[config.mk]
export PLATFORM = sky130hd
export DESIGN_NAME = hazard_scoreboard_flat
export DESIGN_NICKNAME = d
export VERILOG_FILES = /design/src/rtl/hazard_scoreboard_if.sv /design/src/rtl/hazard_scoreboard.sv /design/src/flat_wrapper.sv
export SDC_FILE = /design/constraint.sdc
export NUM_CORES = 1
export LEC_CHECK = 0
export ABC_CLOCK_PERIOD_IN_PS = 7200
export CAP_MARGIN = 20
export CORE_ASPECT_RATIO = 0.75
export CORE_MARGIN = 4
export CORE_UTILIZATION = 69
export CTS_CLUSTER_DIAMETER = 120
export DETAILED_ROUTE_END_ITERATION = 16
export DONT_BUFFER_PORTS = 1
export GPL_TIMING_DRIVEN = 1
export HOLD_SLACK_MARGIN = 0.05
export PLACE_DENSITY = 0.85
export REMOVE_ABC_BUFFERS = 1
export SYNTH_ARGS = -nofsm -noshare
export SYNTH_HDL_FRONTEND = slang
export SYNTH_SLANG_ARGS = --single-unit
[constraint.sdc]
create_clock -name clk -period 7.2 [get_ports clk]
set_input_delay 1.8 -clock clk [delete_from_list [all_inputs] [get_ports clk]]
set_output_delay 1.8 -clock clk [all_outputs]
set_load 0.02 [all_outputs]
[src/rtl/hazard_scoreboard_if.sv]
// ID-stage hazard interface: operand/writer info in from the pipeline,
// stall/forward/MDU status out to the pipeline.
interface hazard_scoreboard_if #(
   parameter int unsigned ADDR_W = 5,
   parameter int unsigned NSTAGE = 3,
   parameter int unsigned CNT_W  = 32
);
   localparam int unsigned SelW = $clog2(NSTAGE + 1);

   logic                     id_valid;
   logic                     id_use1;
   logic                     id_use2;
   logic                     id_is_mdu;
   logic [ADDR_W-1:0]        rs1;
   logic [ADDR_W-1:0]        rs2;
   logic [NSTAGE-1:0]        stage_wen;
   logic [NSTAGE*ADDR_W-1:0] stage_waddr;
   logic                     ex_memread;
   logic                     mdu_start;
   logic [ADDR_W-1:0]        mdu_waddr;

   logic                     stall;
   logic [SelW-1:0]          fwd1_sel;
   logic [SelW-1:0]          fwd2_sel;
   logic                     mdu_busy;
   logic                     mdu_done;
   logic                     start_err;
   logic [CNT_W-1:0]         stall_cnt;

   modport master (
      output id_valid, id_use1, id_use2, id_is_mdu, rs1, rs2, stage_wen, stage_waddr,
             ex_memread, mdu_start, mdu_waddr,
      input  stall, fwd1_sel, fwd2_sel, mdu_busy, mdu_done, start_err, stall_cnt
   );

   modport slave (
      input  id_valid, id_use1, id_use2, id_is_mdu, rs1, rs2, stage_wen, stage_waddr,
             ex_memread, mdu_start, mdu_waddr,
      output stall, fwd1_sel, fwd2_sel, mdu_busy, mdu_done, start_err, stall_cnt
   );
endinterface

[src/rtl/hazard_scoreboard.sv]
// ID-stage forwarding select, load-use / MDU stall detection, MDU busy scoreboard
// and a saturating stall-cycle counter.
module hazard_scoreboard #(
   parameter int unsigned ADDR_W  = 5,
   parameter int unsigned NSTAGE  = 3,
   parameter int unsigned MDU_LAT = 8,
   parameter int unsigned CNT_W   = 32
) (
   input logic                clk,
   input logic                rst,
   hazard_scoreboard_if.slave bus
);
   localparam int unsigned SelW = $clog2(NSTAGE + 1);
   localparam int unsigned LatW = $clog2(MDU_LAT);

   typedef enum logic [0:0] {StIdle, StBusy} state_e;

   state_e            state_q;
   logic [LatW-1:0]   cnt_q;
   logic [ADDR_W-1:0] pend_q;
   logic              start_err_q;
   logic [CNT_W-1:0]  stall_cnt_q;

   logic              busy;
   logic              done;
   logic [SelW-1:0]   sel1;
   logic [SelW-1:0]   sel2;
   logic [ADDR_W-1:0] wa0;
   logic              lu;
   logic              mr;
   logic              ms;
   logic              stall;

   assign busy = (state_q == StBusy);
   assign done = busy && (cnt_q == '0);
   assign wa0  = bus.stage_waddr[ADDR_W-1:0];

   // Walk oldest to youngest so the youngest matching stage wins.
   always_comb begin
      sel1 = '0;
      sel2 = '0;
      for (int k = int'(NSTAGE) - 1; k >= 0; k--) begin
         if (bus.stage_wen[k] && (bus.stage_waddr[k*ADDR_W +: ADDR_W] == bus.rs1)) begin
            sel1 = SelW'(k + 1);
         end
         if (bus.stage_wen[k] && (bus.stage_waddr[k*ADDR_W +: ADDR_W] == bus.rs2)) begin
            sel2 = SelW'(k + 1);
         end
      end
      if (!bus.id_valid || !bus.id_use1 || (bus.rs1 == '0)) sel1 = '0;
      if (!bus.id_valid || !bus.id_use2 || (bus.rs2 == '0)) sel2 = '0;
   end

   always_comb begin
      lu = bus.id_valid && bus.ex_memread && bus.stage_wen[0] && (wa0 != '0) &&
           ((bus.id_use1 && (bus.rs1 == wa0)) || (bus.id_use2 && (bus.rs2 == wa0)));
      mr = bus.id_valid && busy && (pend_q != '0) &&
           ((bus.id_use1 && (bus.rs1 == pend_q)) || (bus.id_use2 && (bus.rs2 == pend_q)));
      ms = bus.id_valid && bus.id_is_mdu && busy;
      stall = lu | mr | ms;
   end

   always_ff @(posedge clk) begin
      if (rst) begin
         state_q     <= StIdle;
         cnt_q       <= '0;
         pend_q      <= '0;
         start_err_q <= 1'b0;
         stall_cnt_q <= '0;
      end else begin
         start_err_q <= bus.mdu_start && busy;
         if (stall && bus.id_valid && (stall_cnt_q != '1)) begin
            stall_cnt_q <= stall_cnt_q + CNT_W'(1);
         end
         case (state_q)
            StIdle: begin
               if (bus.mdu_start) begin
                  state_q <= StBusy;
                  pend_q  <= bus.mdu_waddr;
                  cnt_q   <= LatW'(MDU_LAT - 1);
               end
            end
            StBusy: begin
               // A start seen here, including on the done cycle, is dropped.
               if (cnt_q == '0) begin
                  state_q <= StIdle;
               end else begin
                  cnt_q <= cnt_q - LatW'(1);
               end
            end
         endcase
      end
   end

   assign bus.stall     = stall;
   assign bus.fwd1_sel  = sel1;
   assign bus.fwd2_sel  = sel2;
   assign bus.mdu_busy  = busy;
   assign bus.mdu_done  = done;
   assign bus.start_err = start_err_q;
   assign bus.stall_cnt = stall_cnt_q;
endmodule
[src/flat_wrapper.sv]
// flat-port wrapper written by rule: the top's interface ports become plain ports
module hazard_scoreboard_flat 
#(
   parameter int unsigned ADDR_W  = 5,
   parameter int unsigned NSTAGE  = 3,
   parameter int unsigned MDU_LAT = 8,
   parameter int unsigned CNT_W   = 32
)
  (clk, rst, bus_id_valid, bus_id_use1, bus_id_use2, bus_id_is_mdu, bus_rs1, bus_rs2, bus_stage_wen, bus_stage_waddr, bus_ex_memread, bus_mdu_start, bus_mdu_waddr, bus_stall, bus_fwd1_sel, bus_fwd2_sel, bus_mdu_busy, bus_mdu_done, bus_start_err, bus_stall_cnt);
  hazard_scoreboard_if #(.ADDR_W(ADDR_W), .NSTAGE(NSTAGE), .CNT_W(CNT_W)) bus_i ();
  input logic clk;
  input logic rst;
  input wire logic [$bits(bus_i.id_valid)-1:0] bus_id_valid;
  input wire logic [$bits(bus_i.id_use1)-1:0] bus_id_use1;
  input wire logic [$bits(bus_i.id_use2)-1:0] bus_id_use2;
  input wire logic [$bits(bus_i.id_is_mdu)-1:0] bus_id_is_mdu;
  input wire logic [$bits(bus_i.rs1)-1:0] bus_rs1;
  input wire logic [$bits(bus_i.rs2)-1:0] bus_rs2;
  input wire logic [$bits(bus_i.stage_wen)-1:0] bus_stage_wen;
  input wire logic [$bits(bus_i.stage_waddr)-1:0] bus_stage_waddr;
  input wire logic [$bits(bus_i.ex_memread)-1:0] bus_ex_memread;
  input wire logic [$bits(bus_i.mdu_start)-1:0] bus_mdu_start;
  input wire logic [$bits(bus_i.mdu_waddr)-1:0] bus_mdu_waddr;
  output wire logic [$bits(bus_i.stall)-1:0] bus_stall;
  output wire logic [$bits(bus_i.fwd1_sel)-1:0] bus_fwd1_sel;
  output wire logic [$bits(bus_i.fwd2_sel)-1:0] bus_fwd2_sel;
  output wire logic [$bits(bus_i.mdu_busy)-1:0] bus_mdu_busy;
  output wire logic [$bits(bus_i.mdu_done)-1:0] bus_mdu_done;
  output wire logic [$bits(bus_i.start_err)-1:0] bus_start_err;
  output wire logic [$bits(bus_i.stall_cnt)-1:0] bus_stall_cnt;
  assign bus_i.id_valid = bus_id_valid;
  assign bus_i.id_use1 = bus_id_use1;
  assign bus_i.id_use2 = bus_id_use2;
  assign bus_i.id_is_mdu = bus_id_is_mdu;
  assign bus_i.rs1 = bus_rs1;
  assign bus_i.rs2 = bus_rs2;
  assign bus_i.stage_wen = bus_stage_wen;
  assign bus_i.stage_waddr = bus_stage_waddr;
  assign bus_i.ex_memread = bus_ex_memread;
  assign bus_i.mdu_start = bus_mdu_start;
  assign bus_i.mdu_waddr = bus_mdu_waddr;
  assign bus_stall = bus_i.stall;
  assign bus_fwd1_sel = bus_i.fwd1_sel;
  assign bus_fwd2_sel = bus_i.fwd2_sel;
  assign bus_mdu_busy = bus_i.mdu_busy;
  assign bus_mdu_done = bus_i.mdu_done;
  assign bus_start_err = bus_i.start_err;
  assign bus_stall_cnt = bus_i.stall_cnt;
  hazard_scoreboard #(.ADDR_W(ADDR_W), .NSTAGE(NSTAGE), .MDU_LAT(MDU_LAT), .CNT_W(CNT_W)) u_core (.clk(clk), .rst(rst), .bus(bus_i));
endmodule
==> reports/qor_table.md, run 1 <==
| Quantity | This run |
| --- | --- |
| Die area | 5120 µm² |
| Hold Buf Count CTS | 0 |
| Postcts setup bufs | 0 |
| Cells resized by post-CTS repair | 0 |
| Final Hold Violating Endpoints | 0 |
| Worst Hold Class | register to register |
| CTS tree | yes |
| Pre-CTS WS | 2.26 ns |
| Final Net Count | 358 |
| Capturing element type of the critical path | output port |
| EDFF count, synth | 0 |
| Power per Cell Area | 159 nW/µm² |
| DRT iter0 DRCs | 180 |
| Total via count after detailed routing | 2218 |
| Total Power | 449 µW |
| Combinational family with the most area after synthesis | simple AND/OR/NAND/NOR gates |
| Arrival time at the worst endpoint | 3.21 ns |
| Compound-gate portion of the synthesized area | 0.111 |
| Adder and majority cell fraction of the synthesized area | 0.0135 |
| H-tree levels | 2 |
| Largest net degree at the start of global routing | 62 |
| Clock Root Buffer | sky130_fd_sc_hd__clkbuf_8 |
| Count of cell types in the netlist | 46 |
| Share of layout cells above drive strength 1 | 0.0571 |
| Result of the run | completed |
| Number of warnings printed during yosys synthesis | 0 |
| Area added between synthesis and finish | 1.67% |
| Synthesized-area fraction occupied by xor and xnor cells | 0.154 |
| Overall die height | 63.0 µm |
| Footprint of the multi-input gates | 1790 µm² |
| Clock sinks | 42 |
| Max Cap Viol | 0 |
| Average routed wire per standard cell | 16.7 µm |
| Rows | 19 |
| Predominant post-synthesis flop cell | sky130_fd_sc_hd__dfxtp_1 |
| Final antenna diode count | 0 |
| Fraction of the mapped netlist area in simple logic gates | 0.278 |
| Starting density of the core | 0.735 |
| Final worst-path setup slack | 2.19 ns |
| Register clock-pin slew on the reported worst setup and hold paths | 0.09 ns |
| Ordered cell list for the critical path | xor2_1, nor4_1, and3_1, nor2b_1, nor3b_1 |
| Number of buffers created by CTS | 5 |
| Top area cells in the synthesized netlist | sky130_fd_sc_hd__dfxtp_1 (30%), sky130_fd_sc_hd__xnor2_1 (10%), sky130_fd_sc_hd__mux2_1 (6.1%) |
| Kind of critical path | primary input to output port |
| Worst IR Drop VDD | 137 µV |
| WL final | 6150 µm |
| Die W | 81.3 µm |
| Final count of negative-setup-slack endpoints | 0 |
| Antenna violation net count after detailed routing | 0 |
| Max-slew headroom at the worst pin | 0.532 |
| Unrepaired setup endpoints after global routing | false |
| Skew final | 0.0130 ns |
| Maximum fanout count along the critical path | 2 |
| Period Utilization, post-route | 0.696 |
| Portion of synthesized cell area occupied by the leading cell type | 0.303 |
| Insertion delay to the later sink of the worst-skew pair | 0.30 ns |
| Reg area | 841 µm² |
| Antenna violations before repair | 0 |
| Buffer levels on the longest clock path | 2 |
| Number of global-route vias before repair | 2124 |
| Fin Hold WS | 0.492 ns |
| Slew at the pin closest to its max-slew limit | 0.702 ns |
| Boundary Pins | 81 |
| Sum of negative setup slack | 0 ns |
| DRC errors left | 0 |
| Global-route wire length before repair | 10100 µm |
| Highest attainable clock frequency | 200 MHz |
| Detail-routed via count per cell | 6.04 |
| Cell family with the largest share of critical-path delay | simple AND/OR/NAND/NOR gates |
| Final Max Slew Viols | 0 |
| Largest incremental delay on the critical path | 0.59 ns |
| Startpoint kind of the worst setup timing path | primary input |
| Count of buffering cells on the critical path with inverters included | 0 |
| Syn Inst Count | 328 |
| Mapped Area | 2780 µm² |
| Mean cell area of the mapped netlist | 8.47 µm² |
| Leakage power total | 1.03 nW |
| Remaining global-route overflow | 0 |
| Number of fill cells | 305 |
| Portion of the post-synthesis area used by sequential elements | 0.303 |
| Share of flip-flops with an asynchronous set or reset | 0 |
| Area leader, netlist | sky130_fd_sc_hd__dfxtp_1 |
| Worst endpoint required time | 5.40 ns |
| Final HPWL from detailed placement | 4660 µm |
| Number of iterations in the first detailed-routing pass | 5 |
| Clock period minus final worst setup slack | 5.01 ns |
| Standard cell with the maximum stage delay on the critical path | sky130_fd_sc_hd__nor3b_1 |
| Area inside the core boundary | 3780 µm² |
| GRT Overall Usage | 0.247 |
| Input/output buffers | 0 |
| Share of synthesized area spent on multiplexers | 0.0878 |
| RePlAce Congestion | 0.910 |
| Synthesized flop and latch total | 42 |
==> sequential cells by signal (all words and copies together), names as in the netlist <==
| signal | cells |
|---|---|
| u_core.pend_q | 5 |
| u_core.cnt_q | 3 |
| u_core.bus.start_err | 1 |
| u_core.bus.mdu_busy | 1 |
| u_core.bus.stall_cnt | 32 |
==> worst register-to-register path: stages, from the launching register on <==
cell and delay, ns:
sky130_fd_sc_hd__dfxtp_1 0.36, sky130_fd_sc_hd__or4_1 0.53, sky130_fd_sc_hd__nor2_1 0.19, sky130_fd_sc_hd__nor4_2 0.10
sky130_fd_sc_hd__o311ai_4 0.63, sky130_fd_sc_hd__a22oi_2 0.39, sky130_fd_sc_hd__and3b_1 0.29, sky130_fd_sc_hd__mux2_1 0.30
==> per-stage QoR <==
step	std cells	area [µm²]	utilization
2_1_floorplan	306	2660	-
3_3_place_gp	359	2730	0.723
3_5_place_dp	359	2730	0.723
4_1_cts	367	2830	0.747
5_1_grt	367	2830	0.747
6_report	367	2830	0.747
==> cell usage in the layout (no fill, tap or decap), types with 2 or more instances in the layout <==
cell type,instances
sky130_fd_sc_hd__a2111oi_2,2
sky130_fd_sc_hd__nor3_1,4
sky130_fd_sc_hd__a21oi_1,10
sky130_fd_sc_hd__and3_1,16
sky130_fd_sc_hd__nor4_1,4
sky130_fd_sc_hd__nor2_1,42
sky130_fd_sc_hd__nand4_1,8
sky130_fd_sc_hd__a21o_1,2
sky130_fd_sc_hd__a31o_1,3
sky130_fd_sc_hd__xnor2_1,32
sky130_fd_sc_hd__ha_1,3
sky130_fd_sc_hd__nand3_1,17
sky130_fd_sc_hd__xor2_1,17
sky130_fd_sc_hd__mux2i_1,6
sky130_fd_sc_hd__clkbuf_8,5
sky130_fd_sc_hd__clkinvlp_4,2
sky130_fd_sc_hd__inv_1,7
sky130_fd_sc_hd__nand2_1,15
sky130_fd_sc_hd__and4_1,5
sky130_fd_sc_hd__mux2_1,15
sky130_fd_sc_hd__nand2b_1,4
sky130_fd_sc_hd__or4_1,5
sky130_fd_sc_hd__o21ai_0,2
sky130_fd_sc_hd__nor2b_1,19
sky130_fd_sc_hd__a211oi_1,7
sky130_fd_sc_hd__o211ai_1,3
sky130_fd_sc_hd__dfxtp_1,42
==> layer usage <==
| metal | wire [µm] | vias to the layer above | part of all wire | GRT usage |
|---|---|---|---|---|
| met2 | 2760 | 76 | 0.45 | 0.372 |
| met1 | 2840 | 1024 | 0.46 | 0.341 |
| li1 | - | 1109 | - | - |
| met5 | 0 | - | 0 | 0 |
| met4 | 78 | 0 | 0.013 | 0.0654 |
| met3 | 468 | 9 | 0.076 | 0.0735 |
==> power by group <==
part	switching, mW	leakage, nW	internal, mW	total (mW)
clock network	0.0855	0.0408	0.0693	0.155
registers	0.00713	0.340	0.237	0.244
logic	0.0242	0.654	0.0260	0.0502
==> path summary, 6_finish.rpt <==
kind / start / cells after the start / endpoint / slack [ns]
worst min register to register: u_core.cnt_q[1]$_SDFFE_PP0P_ / 2 / u_core.cnt_q[1]$_SDFFE_PP0P_ / 0.49
worst min-delay path: u_core.cnt_q[1]$_SDFFE_PP0P_ / 2 / u_core.cnt_q[1]$_SDFFE_PP0P_ / 0.49
worst max register to register: u_core.pend_q[0]$_SDFFE_PP0P_ / 7 / u_core.bus.stall_cnt[14]$_SDFFE_PP0P_ / 4.30
worst max-delay path: bus_stage_waddr[12] / 5 / bus_fwd1_sel[1] / 2.19
==> area by class of cell <==
type / count / share of cell area
multi-input cells: 257 / 0.635
flip-flops and latches: 42 / 0.298
clock buffers: 5 / 0.0244
well taps: 52 / 0.0230
inverters: 7 / 0.00930
clock inverters: 3 / 0.00841
repair buffers: 1 / 0.00266
==> kinds of logic (layout without fill, tap and decap cells) <==
kind of cell / count (synthesis) / in the layout
AND/OR/NAND/NOR: 145 / 145
XOR/XNOR: 49 / 49
flip-flops: 42 / 42
AO/OA/AOI/OAI: 38 / 38
buffers and inverters: 29 / 16
multiplexers: 22 / 22
adder cells (fa/ha/maj): 3 / 3
==> Yosys cell counts (all sizes together), types with 2 or more instances <==
cell and number:
dfxtp 42, nor2 42, xnor2 32, nor2b 19
nand3 17, xor2 17, and3 16, mux2 16
nand2 15, buf 13, a21oi 10, clkbuf 9
a211oi 8, nand4 8, inv 7, mux2i 6
and4 5, nor4 5, or4 5, a31o 4
nand2b 4, nor3 4, ha 3, o211ai 3
a2111oi 2, a21o 2, nor3b 2, o21ai 2
Power figures use the tool's default switching activity.
==> run 2, diff against run 1 <==
- ABC_CLOCK_PERIOD_IN_PS: 7200 -> 4400
- CORE_UTILIZATION: 69 -> 57
- PLACE_DENSITY: 0.85 -> 0.75
- clock period: 7.2 -> 4.4 ns (I/O delays scaled with it)
==> run 2 against run 1 <==
- largest cell class unchanged
- combinational power grew 61%
- non-clock buffer count did not move
- final area rose by 0.80%
- setup slack got worse by 1.3 ns
- critical path type unchanged
- wire length is 3.6% lower
- critical endpoint unchanged
- sequential cell count did not move
- global-route usage decreased by 4.5 points
- die area up 19%
- critical path depth stayed put
- register-to-register slack worse by 2.8 ns
- largest power group unchanged
- sequential power grew 64%
==> reports/qor_table.md, run 2 (synthesized netlist as in run 1, its figures left out) <==
| Quantity | This run | vs previous |
| --- | --- | --- |
| Final HPWL from detailed placement | 4450 µm | -4.6% |
| Result of the run | completed |  |
| Largest incremental delay on the critical path | 0.56 ns | -0.03 ns |
| Final Hold Violating Endpoints | 0 | unchanged |
| Unrepaired setup endpoints after global routing | false |  |
| Skew final | 0.00465 ns | -0.00838 ns |
| Starting density of the core | 0.608 | -0.127 |
| Final Net Count | 358 | unchanged |
| Remaining global-route overflow | 0 | unchanged |
| Antenna violation net count after detailed routing | 0 | unchanged |
| GRT Overall Usage | 0.202 | -0.0451 |
| Area added between synthesis and finish | 2.48% |  |
| Overall die height | 68.5 µm | +8.8% |
| Die W | 88.6 µm | +9.0% |
| Number of iterations in the first detailed-routing pass | 4 | -1 |
| CTS tree | yes |  |
| Count of buffering cells on the critical path with inverters included | 0 | unchanged |
| Slew at the pin closest to its max-slew limit | 0.726 ns | +0.0244 ns |
| Hold Buf Count CTS | 0 | unchanged |
| Antenna violations before repair | 0 | unchanged |
| Max Cap Viol | 0 | unchanged |
| Clock Root Buffer | sky130_fd_sc_hd__clkbuf_8 |  |
| Worst Hold Class | register to register |  |
| Cell family with the largest share of critical-path delay | simple AND/OR/NAND/NOR gates |  |
| RePlAce Congestion | 0.831 | -8.7% |
| Buffer levels on the longest clock path | 2 | unchanged |
| Global-route wire length before repair | 9730 µm | -4.1% |
| Number of global-route vias before repair | 2123 | -0.047% |
| DRC errors left | 0 | unchanged |
| Worst IR Drop VDD | 220 µV | +61% |
| Leading cell types in the layout, fill and taps excluded | sky130_fd_sc_hd__nor2_1 (42), sky130_fd_sc_hd__dfxtp_1 (42), sky130_fd_sc_hd__xnor2_1 (32) |  |
| Detail-routed via count per cell | 5.90 | -2.3% |
| Kind of critical path | primary input to output port |  |
| Register clock-pin slew on the reported worst setup and hold paths | 0.08 ns | about the same |
| Max-slew headroom at the worst pin | 0.516 | -0.0162 |
| Power per Cell Area | 272 nW/µm² | +71% |
| Worst endpoint required time | 3.30 ns | -2.10 ns |
| Clock period minus final worst setup slack | 3.56 ns |  |
| H-tree levels | 2 | unchanged |
| Maximum fanout count along the critical path | 2 | unchanged |
| Final count of negative-setup-slack endpoints | 0 | unchanged |
| Rows | 21 | +2 |
| Arrival time at the worst endpoint | 2.46 ns | -0.75 ns |
| Clock sinks | 42 | unchanged |
| Average routed wire per standard cell | 15.9 µm | -4.9% |
| Final antenna diode count | 0 | unchanged |
| Cells resized by post-CTS repair | 0 | unchanged |
| Period Utilization, post-route | 0.809 |  |
| Highest attainable clock frequency | 281 MHz |  |
| Die area | 6070 µm² | +19% |
| Standard cell with the maximum stage delay on the critical path | sky130_fd_sc_hd__nor3b_1 |  |
| Ordered cell list for the critical path | xor2_1, nor4_1, and3_1, nor2b_1, nor3b_1 |  |
| Final Max Slew Viols | 0 | unchanged |
| Flip-flop count of the largest register, all copies and words added | 32 | unchanged |
| Input/output buffers | 0 | unchanged |
| Number of buffers created by CTS | 5 | unchanged |
| Startpoint kind of the worst setup timing path | primary input |  |
| WL final | 5920 µm | -3.6% |
| Boundary Pins | 81 | unchanged |
| Sum of negative setup slack | 0 ns | unchanged |
| Number of fill cells | 404 | +32% |
| Capturing element type of the critical path | output port |  |
| Postcts setup bufs | 0 | unchanged |
| DRT iter0 DRCs | 108 | -40% |
| Largest net degree at the start of global routing | 62 | unchanged |
| Total via count after detailed routing | 2196 | -0.99% |
| Worst R2R Setup Slack | 1.54 ns | -2.76 ns |
| Insertion delay to the later sink of the worst-skew pair | 0.29 ns | about the same |
| Area inside the core boundary | 4570 µm² | +21% |
| Leakage power total | 1.05 nW | +1.7% |
| Share of layout cells above drive strength 1 | 0.0571 | unchanged |
| Share of the core filled with cells | 0.623 | -0.125 |
==> run 2: cell types whose count changed in the layout (fill, tap and decap cells not counted) <==
cell | previous run | this run
sky130_fd_sc_hd__clkinv_2 | 0 | 2
sky130_fd_sc_hd__clkinvlp_4 | 2 | 0
sky130_fd_sc_hd__bufinv_16 | 0 | 1
sky130_fd_sc_hd__inv_6 | 1 | 0
==> run 2: metrics by stage <==
stage | setup WS, ns | cells | cell area [µm²] | hold slack (ns) | total power, mW
4_1_cts | 0.856 | 372 | 2850 | 0.501 | 0.786
3_3_place_gp | 0.835 | 364 | 2740 | 0.470 | 0.487
6_report | 0.840 | 372 | 2850 | 0.495 | 0.776
2_1_floorplan | 0.692 | 306 | 2660 | 0.453 | 0.477
3_5_place_dp | 0.856 | 364 | 2740 | 0.491 | 0.489
5_1_grt | 0.774 | 372 | 2850 | 0.539 | 0.814
==> run 2: final timing paths <==
check,start,end,cells after the start
max reg2reg,u_core.pend_q[0]$_SDFFE_PP0P_,u_core.bus.stall_cnt[14]$_SDFFE_PP0P_,7
min,u_core.cnt_q[1]$_SDFFE_PP0P_,u_core.cnt_q[1]$_SDFFE_PP0P_,2
max,bus_stage_waddr[13],bus_fwd1_sel[1],5
min reg2reg,u_core.cnt_q[1]$_SDFFE_PP0P_,u_core.cnt_q[1]$_SDFFE_PP0P_,2
==> run 2: area by class of cell <==
class                           count  area, µm²  area share
Multi-Input combinational cell    257       1790       0.630
Sequential cell                    42        841       0.295
Tap cell                           57       71.3      0.0250
Clock buffer                        5       68.8      0.0242
Clock inverter                      3       40.0      0.0141
Inverter                            7       26.3     0.00923
Timing Repair Buffer                1       7.51     0.00264
==> run 2: per-layer routing <==
metal | share of wire | routed length, µm | global-route usage
met2 | 0.46 | 2700 | 0.331
met1 | 0.46 | 2750 | 0.254
met5 | 0 | 0 | 0
met3 | 0.068 | 402 | 0.0662
met4 | 0.011 | 67 | 0.0604
==> run 2: worst reg2reg max path, stage by stage (launching register included) <==
cell                       delay (ns)
sky130_fd_sc_hd__dfxtp_1         0.36
sky130_fd_sc_hd__or4_1           0.52
sky130_fd_sc_hd__nor2_1          0.19
sky130_fd_sc_hd__nor4_2          0.09
sky130_fd_sc_hd__o311ai_4        0.61
sky130_fd_sc_hd__a22oi_2         0.39
sky130_fd_sc_hd__and3b_1         0.30
sky130_fd_sc_hd__mux2_1          0.30
==> run 2: where the power goes <==
part | total (mW) | switching, mW | internal [mW]
clock network | 0.295 | 0.128 | 0.167
logic | 0.0809 | 0.0383 | 0.0425
registers | 0.400 | 0.0115 | 0.388
total | 0.776 | 0.178 | 0.598
==> run 3, diff against run 2 <==
- ABC_CLOCK_PERIOD_IN_PS: 4400 -> 3200
- clock period: 4.4 -> 3.2 ns (I/O delays scaled with it)
==> run 3 against run 2 <==
- power grew 32%
- largest power group unchanged
- clock-buffer cell count grew 2
- largest cell class unchanged
- setup slack lost 0.62 ns
- critical path type is now register to output port
- hold slack lost 0.013 ns
- critical path depth grew 1
==> reports/qor_table.md, run 3 (synthesized netlist as in run 1, its figures left out) <==
| Quantity | This run | vs previous |
| --- | --- | --- |
| Starting density of the core | 0.608 | unchanged |
| Number of buffers created by CTS | 5 | unchanged |
| Leading cell types in the layout, fill and taps excluded | sky130_fd_sc_hd__nor2_1 (42), sky130_fd_sc_hd__dfxtp_1 (42), sky130_fd_sc_hd__xnor2_1 (32) |  |
| Standard cell with the maximum stage delay on the critical path | sky130_fd_sc_hd__or4_1 |  |
| Cell area after layout | 2890 µm² | +1.5% |
| Flip-flop count of the largest register, all copies and words added | 32 | unchanged |
| Sum of negative setup slack | 0 ns | unchanged |
| Reg area | 841 µm² | unchanged |
| Final antenna diode count | 0 | unchanged |
| Ordered cell list for the critical path | or4_1, nor2_1, nor4_2, o311ai_4, nand2_1, buf_4 |  |
| H-tree levels | 2 | unchanged |
| Part of the power in combinational logic | 0.114 | +0.010 |
| Final Max Slew Viols | 0 | unchanged |
| Final standard cell count with taps included and fillers excluded | 380 | +2.2% |
| Worst IR Drop VDD | 229 µV | +3.9% |
| Worst Hold Class | register to register |  |
| Overall die height | 68.5 µm | unchanged |
| Clock period minus final worst setup slack | 2.98 ns |  |
| Number of iterations in the first detailed-routing pass | 6 | +2 |
| Largest net degree at the start of global routing | 62 | unchanged |
| Internal portion of total power | 770 µW | +29% |
| Share of layout cells above drive strength 1 | 0.0774 | +0.0203 |
| Final count of negative-setup-slack endpoints | 0 | unchanged |
| Skew final | 0.00428 ns | -0.000368 ns |
| Startpoint kind of the worst setup timing path | register |  |
| Input/output buffers | 0 | unchanged |
| Global-route wire length before repair | 10700 µm | +9.7% |
| Hold Buf Count CTS | 0 | unchanged |
| Worst endpoint required time | 2.40 ns | -0.90 ns |
| Max Cap Viol | 0 | unchanged |
| Rows | 21 | unchanged |
| Remaining global-route overflow | 0 | unchanged |
| Number of global-route vias before repair | 2210 | +4.1% |
| Unrepaired setup endpoints after global routing | false |  |
| Power spent charging and discharging nets | 253 µW | +42% |
| Antenna violations before repair | 0 | unchanged |
| Die W | 88.6 µm | unchanged |
| Boundary Pins | 81 | unchanged |
| Final HPWL from detailed placement | 4890 µm | +9.9% |
| Total via count after detailed routing | 2252 | +2.6% |
| Area added between synthesis and finish | 4.01% |  |
| Die area | 6070 µm² | unchanged |
| Maximum fanout count along the critical path | 8 | +6 |
| Number of fill cells | 421 | +4.2% |
| Antenna violation net count after detailed routing | 0 | unchanged |
| Arrival time at the worst endpoint | 2.18 ns | -0.28 ns |
| Capturing element type of the critical path | output port |  |
| Detail-routed via count per cell | 5.93 | +0.39% |
| RePlAce Congestion | 0.921 | +11% |
| WL final | 6370 µm | +7.6% |
| Buffer levels on the longest clock path | 2 | unchanged |
| Average routed wire per standard cell | 16.8 µm | +5.4% |
| Area inside the core boundary | 4570 µm² | unchanged |
| DRT iter0 DRCs | 116 | +7.4% |
| Leakage power total | 1.08 nW | +2.9% |
| Period Utilization, post-route | 0.930 |  |
| Clock sinks | 42 | unchanged |
| Seq pwr share | 0.537 | +0.022 |
| Share of the core filled with cells | 0.632 | +0.00931 |
| Power per Cell Area | 354 nW/µm² | +30% |
| Slew at the pin closest to its max-slew limit | 0.609 ns | -0.118 ns |
| Clock Root Buffer | sky130_fd_sc_hd__clkbuf_8 |  |
| Max-slew headroom at the worst pin | 0.593 | +0.0776 |
| Register clock-pin slew on the reported worst setup and hold paths | 0.08 ns | about the same |
| Clock network fraction of total power | 0.348 | -0.033 |
| Footprint of the multi-input gates | 1790 µm² | unchanged |
| Kind of critical path | register to output port |  |
| Highest attainable clock frequency | 336 MHz |  |
| Insertion delay to the later sink of the worst-skew pair | 0.29 ns | about the same |
| DRC errors left | 0 | unchanged |
| GRT Overall Usage | 0.226 | +0.0237 |
| CTS tree | yes |  |
| Switching share of total power | 0.248 | +0.0177 |
| Final Hold Violating Endpoints | 0 | unchanged |
| Final Net Count | 366 | +2.2% |
| Total cell area at the placement stage | 2780 µm² | +1.4% |
| Result of the run | completed |  |
| Largest incremental delay on the critical path | 0.52 ns | -0.04 ns |
| Placed cell count | 369 | +1.4% |
-- run 3: changes by cell type in the layout (fill, tap and decap cells not counted) --
cell                        previous run  this run
sky130_fd_sc_hd__clkinv_2              2         1
sky130_fd_sc_hd__buf_4                 1         9
sky130_fd_sc_hd__bufinv_16             1         0
sky130_fd_sc_hd__clkbuf_8              5         6
sky130_fd_sc_hd__clkbuf_1              0         1
-- run 3: repair_timing --
| item | 4_1_cts | 5_1_grt |
|---|---|---|
| setup buffers | 0 | 3 |
| setup endpoints to repair | 0 | 1 |
| resized for setup | 0 | 0 |
-- run 3: worst paths after layout --
kind / from / end / slack (ns) / cells after the start
worst max register to register: u_core.bus.stall_cnt[20]$_SDFFE_PP0P_ / u_core.bus.stall_cnt[21]$_SDFFE_PP0P_ / 0.54 / 7
worst min-delay path: u_core.cnt_q[1]$_SDFFE_PP0P_ / u_core.cnt_q[1]$_SDFFE_PP0P_ / 0.48 / 2
worst min register to register: u_core.cnt_q[1]$_SDFFE_PP0P_ / u_core.cnt_q[1]$_SDFFE_PP0P_ / 0.48 / 2
worst max-delay path: u_core.pend_q[0]$_SDFFE_PP0P_ / bus_stall / 0.22 / 6
-- run 3: power groups by stage --
stage / Combinational (mW) / Clock, mW / Sequential [mW]
finish: 0.117 / 0.356 / 0.550
global route: 0.132 / 0.389 / 0.552
CTS: 0.115 / 0.365 / 0.550
detailed placement: 0.114 / 0 / 0.562
global placement: 0.110 / 0 / 0.562
floorplan: 0.0973 / 0 / 0.558
-- run 3: area by class of cell --
cell class | instances | area share
Multi-Input combinational cell | 257 | 0.620
Tap cell | 57 | 0.0247
Clock buffer | 7 | 0.0299
Inverter | 7 | 0.00909
Clock inverter | 1 | 0.00173
Timing Repair Buffer | 9 | 0.0234
Sequential cell | 42 | 0.291
-- run 3: routing by layer --
metal / track usage / routed length (µm)
met1: 0.288 / 2860
met3: 0.0710 / 504
met2: 0.366 / 2950
met5: 0 / 0
met4: 0.0679 / 66
-- run 3: critical path, delay by kind of cell (launching register included) --
| family | cells | cell delay (ns) |
|---|---|---|
| buf+inv | 1 | 0.18 |
| flops | 1 | 0.35 |
| compound gates | 1 | 0.45 |
| simple gates | 4 | 0.89 |
-- run 3: stage by stage --
step / total power [mW] / hold slack (ns) / setup slack, ns
3_5_place_dp: 0.676 / 0.473 / 0.222
6_report: 1.02 / 0.482 / 0.223
2_1_floorplan: 0.656 / 0.453 / 0.0918
5_1_grt: 1.07 / 0.540 / 0.0724
4_1_cts: 1.03 / 0.485 / 0.0434
3_3_place_gp: 0.672 / 0.468 / 0.263
